### src/rtl/fifo_uart_tx.sv
// UART transmitter fed by a first-word-fall-through FIFO.
// One serial bit per clock; optional even/odd parity; back-to-back frames.
module fifo_uart_tx #(
    parameter int data_width = 8
) (
    input  logic                  clk,
    input  logic                  rst,
    input  logic [data_width-1:0] rd_data,
    input  logic                  empty,
    input  logic                  par_en,
    input  logic                  par_typ,
    output logic                  r_inc,
    output logic                  tx_out,
    output logic                  busy
);

    localparam int cw = (data_width > 1) ? $clog2(data_width) : 1;
    localparam logic [cw-1:0] last = cw'(data_width - 1);

    typedef enum logic [2:0] {
        IDLE,
        START,
        DATA,
        PARITY,
        STOP
    } state_t;

    state_t                state;
    logic [data_width-1:0] data_q;
    logic [data_width-1:0] data_nxt;
    logic [cw-1:0]         cnt;
    logic                  par_en_q;
    logic                  par_bit_q;
    logic                  cap;

    // A pop is only legal when the line is free or finishing its stop bit.
    assign cap = rst && !empty && (state == IDLE || state == STOP);
    assign r_inc = cap;
    assign data_nxt = data_q >> 1;

    always_ff @(posedge clk or negedge rst) begin
        if (!rst) begin
            state     <= IDLE;
            tx_out    <= 1'b1;
            busy      <= 1'b0;
            cnt       <= '0;
            data_q    <= '0;
            par_en_q  <= 1'b0;
            par_bit_q <= 1'b0;
        end else begin
            if (cap) begin
                data_q    <= rd_data;
                par_en_q  <= par_en;
                par_bit_q <= (^rd_data) ^ par_typ;
            end
            unique case (state)
                IDLE, STOP: begin
                    if (cap) begin
                        state  <= START;
                        tx_out <= 1'b0;
                        busy   <= 1'b1;
                    end else begin
                        state  <= IDLE;
                        tx_out <= 1'b1;
                        busy   <= 1'b0;
                    end
                end
                START: begin
                    state  <= DATA;
                    tx_out <= data_q[0];
                    cnt    <= '0;
                end
                DATA: begin
                    if (cnt == last) begin
                        cnt <= '0;
                        if (par_en_q) begin
                            state  <= PARITY;
                            tx_out <= par_bit_q;
                        end else begin
                            state  <= STOP;
                            tx_out <= 1'b1;
                        end
                    end else begin
                        // Shift so the next bit always sits at index 0.
                        cnt    <= cnt + 1'b1;
                        data_q <= data_nxt;
                        tx_out <= data_nxt[0];
                    end
                end
                PARITY: begin
                    state  <= STOP;
                    tx_out <= 1'b1;
                end
                default: begin
                    state  <= IDLE;
                    tx_out <= 1'b1;
                    busy   <= 1'b0;
                end
            endcase
        end
    end

endmodule

### config.mk
export PLATFORM = sky130hd
export DESIGN_NAME = fifo_uart_tx
export DESIGN_NICKNAME = d
export VERILOG_FILES = /design/src/rtl/fifo_uart_tx.sv
export SDC_FILE = /design/constraint.sdc
export NUM_CORES = 1
export LEC_CHECK = 0
export CAP_MARGIN = 20
export CORE_UTILIZATION = 51
export DETAILED_ROUTE_END_ITERATION = 12
export GPL_ROUTABILITY_DRIVEN = 0
export GPL_TIMING_DRIVEN = 0
export PLACE_DENSITY = 0.86
export SYNTH_ARGS = -nofsm -noshare
export SYNTH_HDL_FRONTEND = slang
export SYNTH_SLANG_ARGS = --single-unit
export TNS_END_PERCENT = 20
### constraint.sdc
create_clock -name clk -period 1.9 [get_ports clk]
set_input_delay 0.19 -clock clk [delete_from_list [all_inputs] [get_ports clk]]
set_output_delay 0.19 -clock clk [all_outputs]
set_load 0.02 [all_outputs]
==> flow_summary_export.csv, run 1 <==
group,metric,value,unit
outcome,run_status,"finished, final reports clean",
worst_setup_path,critical_path_required,1.71,ns
logic_synthesis,netlist_area,958,µm²
worst_setup_path,r2r_start,"cnt[0]",
worst_setup_path,cp_top_family,"buffers and inverters",
floorplanning,coreArea,0.00175,mm²
logic_synthesis,netlist_instances,86,
clock_network,clk_latency,0.29,ns
run,drv_cap,0,
min_path,min_to,"par_en_q",
detailed_routing,wirelength,1860,µm
logic_synthesis,ys_types,26,
place,dp_hpwl,1250,µm
place,dp_slack,-0.992,ns
clock_network,htree_levels,1,
worst_setup_path,critPathMaxFanout,10,
worst_setup_path,cp_common_cell,"buf_6",
global_route,grt_pass1_wl,3050,µm
timing,setup_ws,0.0703,ns
clock_network,cts.sinks,18,
global_route,grt_overflow,0,
cells_and_area,drive_gt1_share,13.0,%
detailed_routing,routedWlPerCell,14.0,µm
global_route,grt_use_total,21.2,%
worst_setup_path,critPathKind,"reg2out",
global_route,grt_max_degree,18,
power,leakage,0.000518,µW
floorplanning,start_util,54.9,%
cells_and_area,fill_cells,138,
cells_and_area,mostFrequentLayoutCell,"dfrtp_1",
timing,rsz0062_at_grt,"false",
detailed_routing,ant_nets,0,
clock_network,numCtsBuffers,3,
floorplanning,pin_count,16,
detailed_routing,drc,0,
logic_synthesis,synth_area_leaders,"dfrtp_1 (44%), mux2i_1 (10%), xnor2_1 (4.6%), a22o_1 (3.7%), o21ai_0 (3.1%)",
floorplanning,placementRows,15,
cells_and_area,layout_common_cells,"dfrtp_1 (17), clkdlybuf4s50_1 (13), mux2i_1 (10)",
power,peakVddDrop,739,µV
clock_network,clock-root-buffer,"clkbuf_4",
worst_setup_path,cp_slowest_cell,"dfrtp_1",
worst_setup_path,r2r-end,"data_q[0]",
global_route,grt_pass1_vias,688,
worst_setup_path,worstPathArrival,1.64,ns
cells_and_area,fin_nets,124,
min_path,hold_depth,3,
timing,worst_pin_slew,0.787,ns
timing,min_period,1.83,ns
min_path,hold_path.class,"in2reg",
clock_network,clk_path_buf_depth,2,
floorplanning,die_h,45.4,µm
worst_setup_path,end_kind,"primary output",
worst_setup_path,slowest_delay,0.40,ns
timing,setup_viol,0,
detailed_routing,drt_iter0_drc,13,
logic_synthesis,synth_top_area_cell,"dfrtp_1",
logic_synthesis,avgSynthCellArea,11.1,µm²
timing,finalCritPeriodShare,96.3,%
detailed_routing,num_vias,714,
logic_synthesis,yosys_warnings,0,
min_path,min_from,"par_en",
cells_and_area,syn_to_final_growth,24.5,%
logic_synthesis,ys_ff_latch,18,
timing,fin_setup_tns,0,ns
timing,clock.fmax,0.547,GHz
worst_setup_path,start_kind,"flop",
timing,max-slew-margin-rel,47.4,%
logic_synthesis,yosysSeqAreaShare,47.1,%
timing,slew_viol_final,0,
timing,skew,0.00830,ns
cells_and_area,diodes,0,
place,dpl_cell_area,0.00114,mm²
worst_setup_path,r2r_slack,0.15,ns
worst_setup_path,critPathBufInv,3,
logic_synthesis,netlist.area_leader.share,44.4,%
clock_network,cts.clk_slew.worst_paths,0.09,ns
clock_network,cts_tree,"done",
timing,hold_viol,0,
logic_synthesis,synth_nets,101,
detailed_routing,vias_per_cell,5.37,
floorplanning,die_w,45.4,µm
floorplanning,die_area,0.00206,mm²
cells_and_area,final_area,0.00119,mm²
worst_setup_path,reg2regPathDepth,6,
detailed_routing,dr.pass1.iters,4,
global_route,antenna_found_initial,0,
power,power-per-cell-area,1350,mW/mm²
worst_setup_path,cp_cell_sequence,"buf_6 -> nor4b_4 -> buf_6 -> dlygate4sd2_1",
place,portBuffers,15,
## worst min-delay path, cell delays in order
cell and delay, ns:
clkdlybuf4s50_1 0.40, nand2_1 0.05, o21ai_0 0.06
## per-layer routing
layer / track usage (%) / vias up / wire [µm]
met4: 10.9 / 0 / 21
met5: 0 / - / 0
met3: 2.40 / 4 / 42
met1: 29.7 / 349 / 903
met2: 32.2 / 17 / 892
li1: - / 344 / -
## logic make-up (layout without fill, tap and decap cells)
group | Yosys count | in the layout | synth area share, %
AND/OR/NAND/NOR | 21 | 21 | 12.7
AO/OA/AOI/OAI | 20 | 20 | 13.7
flip-flops | 18 | 18 | 47.1
multiplexers | 10 | 10 | 10.4
XOR/XNOR | 8 | 8 | 8.75
buffers and inverters | 7 | 29 | 4.70
adder cells (fa/ha/maj) | 2 | 2 | 2.61
## area by class of cell
cell class	count	area (µm²)	area share, %
clock buffers	4	26.3	2.20
multi-input cells	61	462	38.7
inverters	3	11.3	0.943
flip-flops and latches	18	452	37.8
repair buffers	18	178	14.9
plain buffers	4	33.8	2.83
well taps	25	31.3	2.62
## timing repair
action / 4_1_cts / 5_1_grt
buffers inserted: 1 / 0
endpoints found under the setup margin: 14 / 0
resized for setup: 4 / 0
endpoints found under the hold margin: 17 / 0
hold buffers: 2 / 0
## registers in the layout (all words and copies together) (netlist names)
name / count
data_q: 8
cnt: 3
state: 3
busy: 1
par_bit_q: 1
par_en_q: 1
tx_out: 1
## synth_stat cells, drive strengths merged
cell type / n
xor2: 2
nor2: 7
dfrtp: 17
or2b: 1
and4bb: 1
o211ai: 1
a21oi: 4
o21ai: 8
buf: 3
nand3: 1
ha: 2
dfstp: 1
clkbuf: 1
nor2b: 1
xnor3: 1
nor3: 1
o21bai: 2
xnor2: 5
nor4b: 1
nand2: 8
a22o: 4
a31oi: 1
inv: 3
mux2i: 10
## report_power, final
part	total, µW	internal, µW	switching, µW
Sequential	657	554	102
Clock	197	81.6	115
Combinational	753	365	388
Total	1610	1000	605
## worst max path at each step
stage | startpoint | endpoint | cells after the start
floorplan | state[1] | data_q[5] | 5
global placement | rst | r_inc | 4
detailed placement | rst | r_inc | 4
CTS | state[1] | r_inc | 4
global route | state[1] | r_inc | 4
finish | state[1] | r_inc | 4
## through the flow
step	utilization, %	hold WS, ns	cells	power (µW)
global route	68.4	0.500	133	1730
finish	68.4	0.460	133	1610
floorplan	-	-0.106	86	1200
CTS	68.4	0.453	133	1610
global placement	65.3	0.466	126	1360
detailed placement	65.3	0.473	126	1400
(Power assumes the default switching activity.)
==> run 2: changes to the inputs <==
- CELL_PAD_IN_SITES_DETAIL_PLACEMENT: default -> 2
- CELL_PAD_IN_SITES_GLOBAL_PLACEMENT: default -> 2
- CORE_MARGIN: default -> 2
- CORE_UTILIZATION: 51 -> 33
- PLACE_DENSITY: 0.86 -> 0.85
==> flow_summary_export.csv, run 2 (synthesis results as in run 1) <==
group,metric,value,unit
worst_setup_path,cp_common_cell,"ha_1",
worst_setup_path,r2r_slack,0.19,ns
timing,finalCritPeriodShare,89.9,%
worst_setup_path,critical_path_required,2.13,ns
worst_setup_path,cp_cell_sequence,"ha_1 -> ha_1 -> nor3_4 -> buf_4 -> nand2_1 -> o21ai_0",
worst_setup_path,reg2regPathDepth,6,
cells_and_area,regMostFlops,"data_q",
detailed_routing,drt_iter0_drc,3,
outcome,run_status,"finished, final reports clean",
global_route,grt_pass1_wl,3860,µm
worst_setup_path,slowest_delay,0.42,ns
floorplanning,placementRows,19,
clock_network,cts.sinks,18,
timing,rsz0062_at_grt,"false",
floorplanning,die_area,0.00335,mm²
timing,max-slew-margin-rel,44.9,%
timing,clock.fmax,0.586,GHz
place,portBuffers,15,
timing,min_period,1.71,ns
detailed_routing,ant_nets,0,
place,dp_slack,-1.13,ns
worst_setup_path,r2r-end,"data_q[4]",
cells_and_area,drive_gt1_share,14.8,%
detailed_routing,dr.pass1.iters,3,
place,dpl.cell_count,132,
global_route,grt_use_total,15.7,%
floorplanning,coreArea,0.00276,mm²
clock_network,numCtsBuffers,3,
detailed_routing,num_vias,708,
min_path,hold_path.class,"in2reg",
cells_and_area,top_regs,"data_q x8, cnt x3, state x3",
floorplanning,die_h,57.9,µm
timing,hold_viol,0,
detailed_routing,vias_per_cell,5.09,
detailed_routing,routedWlPerCell,15.5,µm
cells_and_area,syn_to_final_growth,26.6,%
global_route,antenna_found_initial,0,
detailed_routing,drc,0,
worst_setup_path,cp_slowest_cell,"dfrtp_1",
power,peakVddDrop,611,µV
cells_and_area,final_area,0.00121,mm²
clock_network,clk_path_buf_depth,2,
place,dp_hpwl,1540,µm
worst_setup_path,r2r_start,"cnt[0]",
floorplanning,start_util,34.8,%
power,p_total,1670,µW
power,leakage,0.000520,µW
worst_setup_path,worstPathArrival,1.94,ns
timing,skew,0.00588,ns
timing,setup_viol,0,
timing,setup_ws,0.192,ns
global_route,grt_pass1_vias,801,
power,power-per-cell-area,1380,mW/mm²
global_route,grt_max_degree,18,
worst_setup_path,end_kind,"flop",
clock_network,cts.clk_slew.worst_paths,0.11,ns
run,drv_cap,0,
global_route,grt_overflow,0,
cells_and_area,fin_nets,124,
cells_and_area,largest_reg_flops,8,
cells_and_area,mostFrequentLayoutCell,"dfrtp_1",
worst_setup_path,critPathLaunch,"cnt[0]",
cells_and_area,layout_common_cells,"dfrtp_1 (17), clkdlybuf4s50_1 (13), mux2i_1 (10)",
place,dpl_cell_area,0.00115,mm²
worst_setup_path,start_kind,"flop",
worst_setup_path,critPathKind,"reg2reg",
clock_network,htree_levels,1,
clock_network,clock-root-buffer,"clkbuf_4",
worst_setup_path,critPathMaxFanout,10,
cells_and_area,finalNonFillerCells,139,
detailed_routing,wirelength,2160,µm
worst_setup_path,worstSetupEndpoint,"data_q[4]",
floorplanning,die_w,57.9,µm
clock_network,cts_tree,"done",
cells_and_area,diodes,0,
floorplanning,pin_count,16,
timing,worst_pin_slew,0.823,ns
timing,slew_viol_final,0,
clock_network,clk_latency,0.31,ns
run 2: repair_timing:
item | CTS | global route
hold buffers | 2 | 0
setup endpoints to repair | 14 | 8
pin swaps | 1 | 0
endpoints found under the hold margin | 17 | 0
gates cloned | 0 | 0
gates resized for setup | 4 | 3
buffers inserted | 1 | 0
run 2: worst max-delay path, delay by kind of cell (launching register included):
| family | cells | cell delay [ns] |
|---|---|---|
| compound gates | 1 | 0.07 |
| fa+ha+maj | 2 | 0.48 |
| buf+inv | 1 | 0.24 |
| flops | 1 | 0.42 |
| simple gates | 2 | 0.41 |
run 2: how the worst min path moves through the flow:
stage,end,startpoint,depth (start not counted)
after CTS,par_en_q,par_en,3
after detailed placement,data_q[5],data_q[6],2
final,par_en_q,par_en,3
after global placement,data_q[1],data_q[2],2
after global routing,tx_out,rst,2
after floorplan,busy,rst,0
run 2: stage by stage:
stage / hold WS [ns] / setup TNS (ns) / utilization, %
4_1_cts: 0.438 / 0 / 43.9
3_3_place_gp: 0.466 / -8.32 / 41.6
6_report: 0.441 / 0 / 44.0
2_1_floorplan: -0.106 / 0 / -
3_5_place_dp: 0.486 / -8.84 / 41.6
5_1_grt: 0.478 / 0 / 44.0
run 2: power by group:
part	switching, µW	leakage [µW]	internal (µW)	total, µW
logic	397	0.000271	370	767
registers	104	0.000227	554	658
clock network	129	0.0000210	117	246
run 2: final cells by class:
cell class | count | area (µm²)
plain buffers | 4 | 33.8
clock buffers | 4 | 36.3
fillers | 307 | 1540
inverters | 3 | 11.3
multi-input cells | 61 | 468
flip-flops and latches | 18 | 452
well taps | 31 | 38.8
repair buffers | 18 | 174
run 2: metal layers:
layer	part of all wire, %	track usage, %
met1	44	18.6
met2	50	26.3
met3	3.2	2.68
met4	2.8	9.97
met5	0	0
==> run 3: changes to the inputs <==
- CORE_ASPECT_RATIO: default -> 1.5
- clock period: 1.9 -> 1.7 ns (I/O delays scaled with it)
==> flow_summary_export.csv, run 3 (synthesis results as in run 1) <==
group,metric,value,unit
floorplanning,die_h,70.0,µm
worst_setup_path,critPathKind,"reg2reg",
worst_setup_path,critPathMaxFanout,10,
timing,hold_viol,0,
detailed_routing,wirelength,2880,µm
cells_and_area,largest_reg_flops,8,
timing,setup_ws,0.0522,ns
cells_and_area,diodes,0,
timing,max-slew-margin-rel,45.2,%
run,drv_cap,0,
outcome,run_status,"finished, final reports clean",
clock_network,cts.sinks,18,
power,leakage,0.000542,µW
min_path,hold_path.class,"in2reg",
clock_network,htree_levels,1,
cells_and_area,mostFrequentLayoutCell,"dfrtp_1",
global_route,grt_pass1_wl,4370,µm
global_route,grt_overflow,0,
place,dp_hpwl,1970,µm
clock_network,clk_latency,0.25,ns
worst_setup_path,start_kind,"flop",
clock_network,cts_tree,"done",
cells_and_area,regMostFlops,"data_q",
clock_network,clk_path_buf_depth,2,
floorplanning,placementRows,24,
floorplanning,die_area,0.00336,mm²
cells_and_area,fill_cells,302,
worst_setup_path,worstPathArrival,1.81,ns
clock_network,numCtsBuffers,3,
detailed_routing,vias_per_cell,4.99,
power,power-per-cell-area,1630,mW/mm²
timing,min_period,1.65,ns
global_route,grt_pass1_vias,910,
power,peakVddDrop,556,µV
detailed_routing,drc,0,
floorplanning,coreArea,0.00285,mm²
cells_and_area,layout_common_cells,"dfrtp_1 (16), clkdlybuf4s50_1 (13), mux2i_1 (10)",
cells_and_area,final_area,0.00127,mm²
floorplanning,die_w,48,µm
detailed_routing,dr.pass1.iters,4,
worst_setup_path,end_kind,"flop",
cells_and_area,drive_gt1_share,18.0,%
timing,clock.fmax,0.607,GHz
timing,skew,0.00481,ns
detailed_routing,routedWlPerCell,19.2,µm
place,dp_slack,-1.27,ns
floorplanning,pin_count,16,
timing,setup_viol,0,
detailed_routing,num_vias,749,
detailed_routing,drt_iter0_drc,8,
cells_and_area,top_regs,"data_q x8, cnt x3, state x3",
timing,worst_pin_slew,0.819,ns
global_route,grt_use_total,18.6,%
timing,finalCritPeriodShare,96.9,%
cells_and_area,multi_input_comb_area,468,µm²
floorplanning,start_util,33.6,%
global_route,antenna_found_initial,0,
worst_setup_path,critical_path_required,1.86,ns
cells_and_area,layout.area.seq,453,µm²
clock_network,clock-root-buffer,"clkbuf_8",
cells_and_area,syn_to_final_growth,33.0,%
place,portBuffers,15,
timing,slew_viol_final,0,
clock_network,cts.clk_slew.worst_paths,0.07,ns
cells_and_area,fin_nets,127,
global_route,grt_max_degree,18,
place,dpl_cell_area,0.00116,mm²
detailed_routing,ant_nets,0,
==> run 3: routing by layer <==
layer / wire length [µm] / track usage (%) / vias to the layer above
met1: 1090 / 20.0 / 378
met3: 56 / 2.58 / 4
li1: - / - / 351
met5: 0 / 0 / -
met2: 1710 / 35.0 / 16
met4: 25 / 4.50 / 0
==> run 3: area by class of cell <==
type | instances | area share, %
multi-input combinational | 61 | 36.7
clock buffer | 4 | 4.32
sequential | 18 | 35.5
tap | 39 | 3.83
buffer | 4 | 2.94
inverter | 3 | 0.883
timing repair buffer | 21 | 15.8
==> run 3: final timing paths <==
kind	from	endpoint	slack (ns)	depth (start not counted)
setup / recovery	cnt[0]	data_q[4]	0.05	6
hold / removal	par_en	par_en_q	0.48	3
setup reg to reg	cnt[0]	data_q[4]	0.05	6
hold reg to reg	data_q[6]	data_q[5]	0.50	2
max in group asynchronous	rst	state[0]	0.46	2
min in group asynchronous	rst	tx_out	0.56	2
==> run 3: critical path: stages (launching register included) <==
cell     delay (ns)
dfrtp_1        0.41
ha_1           0.23
ha_1           0.28
nor3_4         0.26
buf_6          0.19
nand2_1        0.09
o21ai_0        0.09
==> run 3: power by group <==
group / leakage [µW] / internal (µW) / total (µW) / switching [µW]
registers: 0.000226 / 623 / 752 / 129
clock network: 0.0000288 / 206 / 347 / 141
logic: 0.000288 / 463 / 975 / 511
total: 0.000542 / 1290 / 2070 / 782
==> run 3: what timing repair did <==
| action | CTS | global route |
|---|---|---|
| resized for setup | 8 | 2 |
| hold buffers | 2 | 0 |
| setup buffers | 1 | 3 |
| pin swaps | 2 | 1 |
| endpoints found under the setup margin | 14 | 8 |
| hold endpoints to repair | 17 | 0 |
==> run 3: per-stage QoR <==
stage | setup TNS [ns] | cells | utilization, % | power [µW] | hold slack (ns)
after floorplan | 0 | 86 | - | 1340 | -0.126
after global placement | -10.03 | 140 | 40.6 | 1550 | 0.466
after detailed placement | -11.24 | 140 | 40.6 | 1630 | 0.494
after CTS | 0 | 147 | 43.7 | 2020 | 0.486
after global routing | -0.127 | 150 | 44.7 | 2240 | 0.502
final | 0 | 150 | 44.7 | 2070 | 0.481
